$ cat src/rtl/seq_divider_16x8_pkg.sv
// Shared types and sizing helpers for the sequential restoring divider.
// State encoding plus the width of the iteration counter.
package seq_div_pkg;

  localparam int W_DEFAULT = 8;

  typedef enum logic [1:0] {
    IDLE = 2'd0,
    CALC = 2'd1,
    DONE = 2'd2
  } state_t;

  // Counter must hold the value 2W itself, hence 2W+1 states
  function automatic int cnt_width(input int w);
    return $clog2(2 * w + 1);
  endfunction

endpackage

$ cat src/rtl/seq_divider_16x8_if.sv
// Operand/result handshake bundle for the divider: valid/ready on both sides.
// slave = divider side, master = producer/consumer side.
interface seq_div_if
  import seq_div_pkg::*;
#(
  parameter int W = W_DEFAULT
);

  logic           in_valid;
  logic           in_ready;
  logic [2*W-1:0] dividend;
  logic [W-1:0]   divisor;
  logic           out_valid;
  logic           out_ready;
  logic [2*W-1:0] quotient;
  logic [W-1:0]   remainder;
  logic           div_by_zero;

  modport slave (
    input  in_valid,
    output in_ready,
    input  dividend,
    input  divisor,
    output out_valid,
    input  out_ready,
    output quotient,
    output remainder,
    output div_by_zero
  );

  modport master (
    output in_valid,
    input  in_ready,
    output dividend,
    output divisor,
    input  out_valid,
    output out_ready,
    input  quotient,
    input  remainder,
    input  div_by_zero
  );

endinterface

$ cat src/rtl/seq_divider_16x8_lzc.sv
// div_lzc: N-bit leading-zero counter, purely combinational (zero latency, no handshake).
// An all-zero input reports N.
module div_lzc #(
  parameter int N  = 16,
  parameter int CW = $clog2(N + 1)
) (
  input  logic [N-1:0]  value,
  output logic [CW-1:0] count
);

  // Ascending scan: the highest set bit is the last one to overwrite count
  always_comb begin
    count = CW'(N);
    for (int i = 0; i < N; i++) begin
      if (value[i]) begin
        count = CW'(N - 1 - i);
      end
    end
  end

endmodule

$ cat src/rtl/seq_divider_16x8.sv
// Iterative restoring divider, 2W/W -> 2W quotient + W remainder, one quotient bit per clock.
// Latency 2W edges after accept (divide-by-zero: DONE on the accept edge); result held until out_ready. Optional SEQ_DIV_SKIP_ZEROS_EN skips leading dividend zeros.
module seq_divider_16x8
  import seq_div_pkg::*;
#(
  parameter int W = W_DEFAULT
) (
  input  logic     clk,
  input  logic     rst_n,
  seq_div_if.slave bus
);

  localparam int CW = cnt_width(W);

  state_t         state;
  state_t         state_next;
  logic [2*W-1:0] q_reg;
  logic [W-1:0]   rem_reg;
  logic [W-1:0]   dvs_reg;
  logic [CW-1:0]  count;
  logic           dbz;

  logic           accept;
  logic           dvs_zero;
  logic [2*W-1:0] load_q;
  logic [CW-1:0]  load_cnt;
  logic           zero_dvd;

  logic [W:0]     shifted;
  logic           borrow;
  logic [W-1:0]   diff_lo;

  assign accept   = bus.in_valid && (state == IDLE);
  assign dvs_zero = (bus.divisor == '0);

`ifdef SEQ_DIV_SKIP_ZEROS_EN
  logic [CW-1:0] lz;

  div_lzc #(
    .N  (2 * W),
    .CW (CW)
  ) u_lzc (
    .value (bus.dividend),
    .count (lz)
  );

  // Pre-align the dividend so the first CALC step sees its leading one
  assign load_q   = bus.dividend << lz;
  assign load_cnt = CW'(2 * W) - lz;
  assign zero_dvd = (lz == CW'(2 * W));
`else
  assign load_q   = bus.dividend;
  assign load_cnt = CW'(2 * W);
  assign zero_dvd = 1'b0;
`endif

  // When no borrow the true difference is below the divisor, so only the low W bits matter
  assign shifted = {rem_reg, q_reg[2*W-1]};
  assign borrow  = (shifted < {1'b0, dvs_reg});
  assign diff_lo = shifted[W-1:0] - dvs_reg;

  always_ff @(posedge clk or negedge rst_n) begin
    if (!rst_n) begin
      state <= IDLE;
    end else begin
      state <= state_next;
    end
  end

  always_comb begin
    state_next    = state;
    bus.in_ready  = 1'b0;
    bus.out_valid = 1'b0;
    case (state)
      IDLE: begin
        bus.in_ready = 1'b1;
        if (accept) begin
          state_next = (dvs_zero || zero_dvd) ? DONE : CALC;
        end
      end
      CALC: begin
        if (count == CW'(1)) begin
          state_next = DONE;
        end
      end
      DONE: begin
        bus.out_valid = 1'b1;
        if (bus.out_ready) begin
          state_next = IDLE;
        end
      end
      default: state_next = IDLE;
    endcase
  end

  always_ff @(posedge clk or negedge rst_n) begin
    if (!rst_n) begin
      q_reg   <= '0;
      rem_reg <= '0;
      dvs_reg <= '0;
      count   <= '0;
      dbz     <= 1'b0;
    end else begin
      case (state)
        IDLE: begin
          if (accept) begin
            dvs_reg <= bus.divisor;
            if (dvs_zero) begin
              q_reg   <= '1;
              rem_reg <= bus.dividend[W-1:0];
              count   <= '0;
              dbz     <= 1'b1;
            end else begin
              // A zero dividend in skip mode loads q=0, rem=0 which is already the answer
              q_reg   <= load_q;
              rem_reg <= '0;
              count   <= load_cnt;
              dbz     <= 1'b0;
            end
          end
        end
        CALC: begin
          q_reg   <= {q_reg[2*W-2:0], ~borrow};
          rem_reg <= borrow ? shifted[W-1:0] : diff_lo;
          count   <= count - CW'(1);
        end
        default: begin
        end
      endcase
    end
  end

  assign bus.quotient    = q_reg;
  assign bus.remainder   = rem_reg;
  assign bus.div_by_zero = dbz;

endmodule

$ cat src/flat_wrapper.sv
// flat-port wrapper written by rule: the top's interface ports become plain ports
module seq_divider_16x8_flat import seq_div_pkg::*;
#(
  parameter int W = W_DEFAULT
)
  (clk, rst_n, bus_in_valid, bus_in_ready, bus_dividend, bus_divisor, bus_out_valid, bus_out_ready, bus_quotient, bus_remainder, bus_div_by_zero);
  seq_div_if #(.W(W)) bus_i ();
  input  logic clk;
  input  logic rst_n;
  input wire logic [$bits(bus_i.in_valid)-1:0] bus_in_valid;
  output wire logic [$bits(bus_i.in_ready)-1:0] bus_in_ready;
  input wire logic [$bits(bus_i.dividend)-1:0] bus_dividend;
  input wire logic [$bits(bus_i.divisor)-1:0] bus_divisor;
  output wire logic [$bits(bus_i.out_valid)-1:0] bus_out_valid;
  input wire logic [$bits(bus_i.out_ready)-1:0] bus_out_ready;
  output wire logic [$bits(bus_i.quotient)-1:0] bus_quotient;
  output wire logic [$bits(bus_i.remainder)-1:0] bus_remainder;
  output wire logic [$bits(bus_i.div_by_zero)-1:0] bus_div_by_zero;
  assign bus_i.in_valid = bus_in_valid;
  assign bus_in_ready = bus_i.in_ready;
  assign bus_i.dividend = bus_dividend;
  assign bus_i.divisor = bus_divisor;
  assign bus_out_valid = bus_i.out_valid;
  assign bus_i.out_ready = bus_out_ready;
  assign bus_quotient = bus_i.quotient;
  assign bus_remainder = bus_i.remainder;
  assign bus_div_by_zero = bus_i.div_by_zero;
  seq_divider_16x8 #(.W(W)) u_core (.clk(clk), .rst_n(rst_n), .bus(bus_i));
endmodule
$ cat config.mk
export PLATFORM = sky130hd
export DESIGN_NAME = seq_divider_16x8_flat
export DESIGN_NICKNAME = d
export VERILOG_FILES = /design/src/rtl/seq_divider_16x8_pkg.sv /design/src/rtl/seq_divider_16x8_if.sv /design/src/rtl/seq_divider_16x8_lzc.sv /design/src/rtl/seq_divider_16x8.sv /design/src/flat_wrapper.sv
export SDC_FILE = /design/constraint.sdc
export NUM_CORES = 1
export LEC_CHECK = 0
export BUFFER_PORTS_ARGS = -buffer_cell sky130_fd_sc_hd__buf_2
export CAP_MARGIN = 10
export CORE_MARGIN = 2
export CORE_UTILIZATION = 55
export CTS_BUF_LIST = sky130_fd_sc_hd__clkbuf_8
export CTS_CLUSTER_SIZE = 25
export DETAILED_ROUTE_END_ITERATION = 10
export GPL_TIMING_DRIVEN = 1
export PLACE_DENSITY = 0.91
export SYNTH_ARGS = -nofsm -noshare
export SYNTH_HDL_FRONTEND = slang
export SYNTH_SLANG_ARGS = --single-unit
export TNS_END_PERCENT = 30
$ cat constraint.sdc
create_clock -name clk -period 2.3 [get_ports clk]
set_input_delay 0.23 -clock clk [delete_from_list [all_inputs] [get_ports clk]]
set_output_delay 0.23 -clock clk [all_outputs]
set_load 0.01 [all_outputs]
==> impl_results.md <==
* Status: finished, final reports clean
* Footprint of the multi-input gates at 1090 um^2
* Row count at 22
* Leak Pwr at 0.00130 uW
* Worst hold path class: primary input to asynchronous set/reset pin
* Grt ovf at 0
* Clk buf depth at 2
* WL/cell at 15.0 um
* Vias in the first global route at 1977
* Fin crit share at 0.938
* H-tree lvl count at 2
* Number of synthesized flops with an enable pin at 0
* Syn Std Cell Area at 2200 um^2
* RSZ-0062 raised after global routing: no
* Worst reg-to-reg setup slack at 140 ps
* Die area at 4520 um^2
* Final min period at 2160 ps
* Final setup violation count at 0
* Ratio of cells with drive above 1 in the final layout at 0.256
* Crit-path leading delay family: compound AO/OA/AOI/OAI gates
* Most numerous cell in the Yosys netlist: dfrtp_1
* Inserted Diodes at 0
* DR iter-0 viols at 182
* Worst VDD drop at 0.00101 V
* Num ports at 55
* Setup crit end kind: flip-flop
* Worst setup SP type: flip-flop
* Synth Flop Type: dfrtp_1
* WP buf/inv at 0
* Core outline area at 3740 um^2
* Place WS at 159 ps
* Worst skew pair latency at 300 ps
* Layout fillers at 314
* PostCTS Resize Cnt at 0
* Synth top area cells: dfrtp_1 46%, o21ai_0 7.3%, nand2_1 5.8%
* Worst-path cell chain: ha_1 -> a21oi_2 -> o21ai_2 -> a31oi_4 -> o221a_4 -> mux2i_1 -> a221o_1
* Critical Path RT at 2480 ps
* Clock root buffer: clkbuf_8
* Synth area leader: dfrtp_1
* Synth Warn # at 0
* Max-slew headroom at 0.417
* FFs w/ async S/R, synth at 1.00
* Num CTS Buffers at 5
* Post-Syn Nets at 278
* Worst-path maximum fanout at 10
* Cts hold-fix bufs at 0
* Antenna viol nets, final at 0
* Synth unique cells at 43
* Synthesis-to-finish area growth at 18.7%
* DRC at 0
* Reg clk slew, reported paths at 80 ps
* Final WS setup at 142 ps
* Critical Path Max Stage Delay at 410 ps
* Gp weighted congestion at 0.938
* Drt via density at 5.66
* First-pass GRT wire length at 8.85 mm
* Worst path arrival time at 2340 ps
* Max FFs per register at 16
* Area share of the largest cell type after synthesis at 0.455
* Post-Synthesis Cells at 239
* Syn Area/Cell at 9.20 um^2
* R2R cell count at 7
* Nets at 335
* Pre-Repair DR Iteration Count at 4
* Tightest Pin Transition at 875 ps
* Max Transition Viols Final at 0
* Tot GR Track Use at 0.263
* Final Hold Fails at 0
* Synth Register Bits at 40
* CTS tree: built
* PwrDens at 1740 nW/um^2
* Max Cap Violations at 0
* DP HPWL at 3.88 mm
* Setup Crit Path Kind: flip-flop to flip-flop
* Largest net degree at the start of global routing at 41
* Post-Route Skew at 8.26 ps
* Die Width at 67.2 um
* Via count at 1953
* Initial antenna violation count at 0
* Clock sinks at 40
* Worst r2r src: u_core.bus.remainder[1]$_DFFE_PN0P_
* Register area at 1000 um^2
* Max Clock Freq at 0.463 GHz
* Setup TNS after final layout at 0 ps
* Detailed Route WL at 5.19 mm
* RR Endpoint: u_core.bus.remainder[1]$_DFFE_PN0P_
* Port Buffers at 54
* Initial core utilization at 0.588
* Register area share after synthesis at 0.455
* Die Y at 67.2 um
* CP max stage cell: dfrtp_1
* Post-CTS Setup Inserts at 0
* Synth cell count leaders: 40 x dfrtp_1, 34 x nand2_1, 32 x o21ai_0
[per-layer routing]
| layer | track usage | wire [um] | vias up |
|---|---|---|---|
| met5 | 0 | 0 | - |
| met4 | 0.112 | 122 | 0 |
| met3 | 0.0583 | 280 | 11 |
| met2 | 0.446 | 2650 | 61 |
| met1 | 0.322 | 2140 | 914 |
| li1 | - | - | 967 |
[where the power goes]
part / internal [uW] / switching [uW]
Clock: 239 / 251
Combinational: 1170 / 1570
Sequential: 1050 / 262
[cells by family (layout without fill, tap and decap cells)]
family,Yosys count,in the layout,synth area share
adders and majority gates,11,11,0.0660
buffers and inverters,25,83,0.0512
xor gates and xnor gates,4,4,0.0159
muxes,7,7,0.0319
DFF,40,40,0.455
and+or+nand+nor,71,71,0.145
AOI/OAI and AO/OA,81,81,0.235
[through the flow]
step | instances | area [um^2] | hold WS, ps | utilization | power [uW]
after floorplan | 239 | 2200 | -65.6 | - | 3350
after global placement | 337 | 2520 | 398 | 0.673 | 3900
after detailed placement | 337 | 2520 | 405 | 0.673 | 4050
after CTS | 345 | 2610 | 77.3 | 0.698 | 4550
after global routing | 345 | 2610 | 109 | 0.698 | 4980
final | 345 | 2610 | 40.2 | 0.698 | 4540
[layout by cell type (no fill, tap or decap), types with 3 or more instances in the layout]
master / instances
buf_2: 54
dfrtp_1: 40
nand2_1: 34
o21ai_0: 32
o22ai_1: 17
nor2_1: 15
inv_1: 14
a21oi_1: 12
ha_1: 10
mux2i_1: 7
and3_1: 6
clkbuf_8: 6
buf_4: 6
nand3_1: 3
a31oi_1: 3
[cell type report]
cell class	count	area share
multi-input combinational	174	0.416
clock buffer	6	0.0316
clock inverter	2	0.00383
inverter	15	0.0216
timing repair buffer	60	0.121
tap	48	0.0230
sequential	40	0.383
[how the worst max path moves through the flow]
| stage | start | end | slack (ps) | cells after the start |
|---|---|---|---|---|
| 2_1_floorplan | u_core.bus.remainder[1]$_DFFE_PN0P_ | u_core.bus.remainder[1]$_DFFE_PN0P_ | 240 | 8 |
| 3_3_place_gp | u_core.bus.remainder[1]$_DFFE_PN0P_ | u_core.bus.remainder[0]$_DFFE_PN0P_ | 250 | 7 |
| 3_5_place_dp | u_core.bus.remainder[1]$_DFFE_PN0P_ | u_core.bus.remainder[1]$_DFFE_PN0P_ | 160 | 7 |
| 4_1_cts | u_core.bus.remainder[1]$_DFFE_PN0P_ | u_core.bus.remainder[1]$_DFFE_PN0P_ | 150 | 7 |
| 5_1_grt | u_core.bus.remainder[1]$_DFFE_PN0P_ | u_core.bus.remainder[0]$_DFFE_PN0P_ | 9 | 7 |
| 6_report | u_core.bus.remainder[1]$_DFFE_PN0P_ | u_core.bus.remainder[1]$_DFFE_PN0P_ | 140 | 7 |
[worst register-to-register path: cells and delay by family (launching register included)]
kind	cells	cell delay [ps]
AOI/OAI and AO/OA	5	1180
DFF	1	410
muxes	1	100
adders and majority gates	1	370
(Power assumes the default switching activity.)
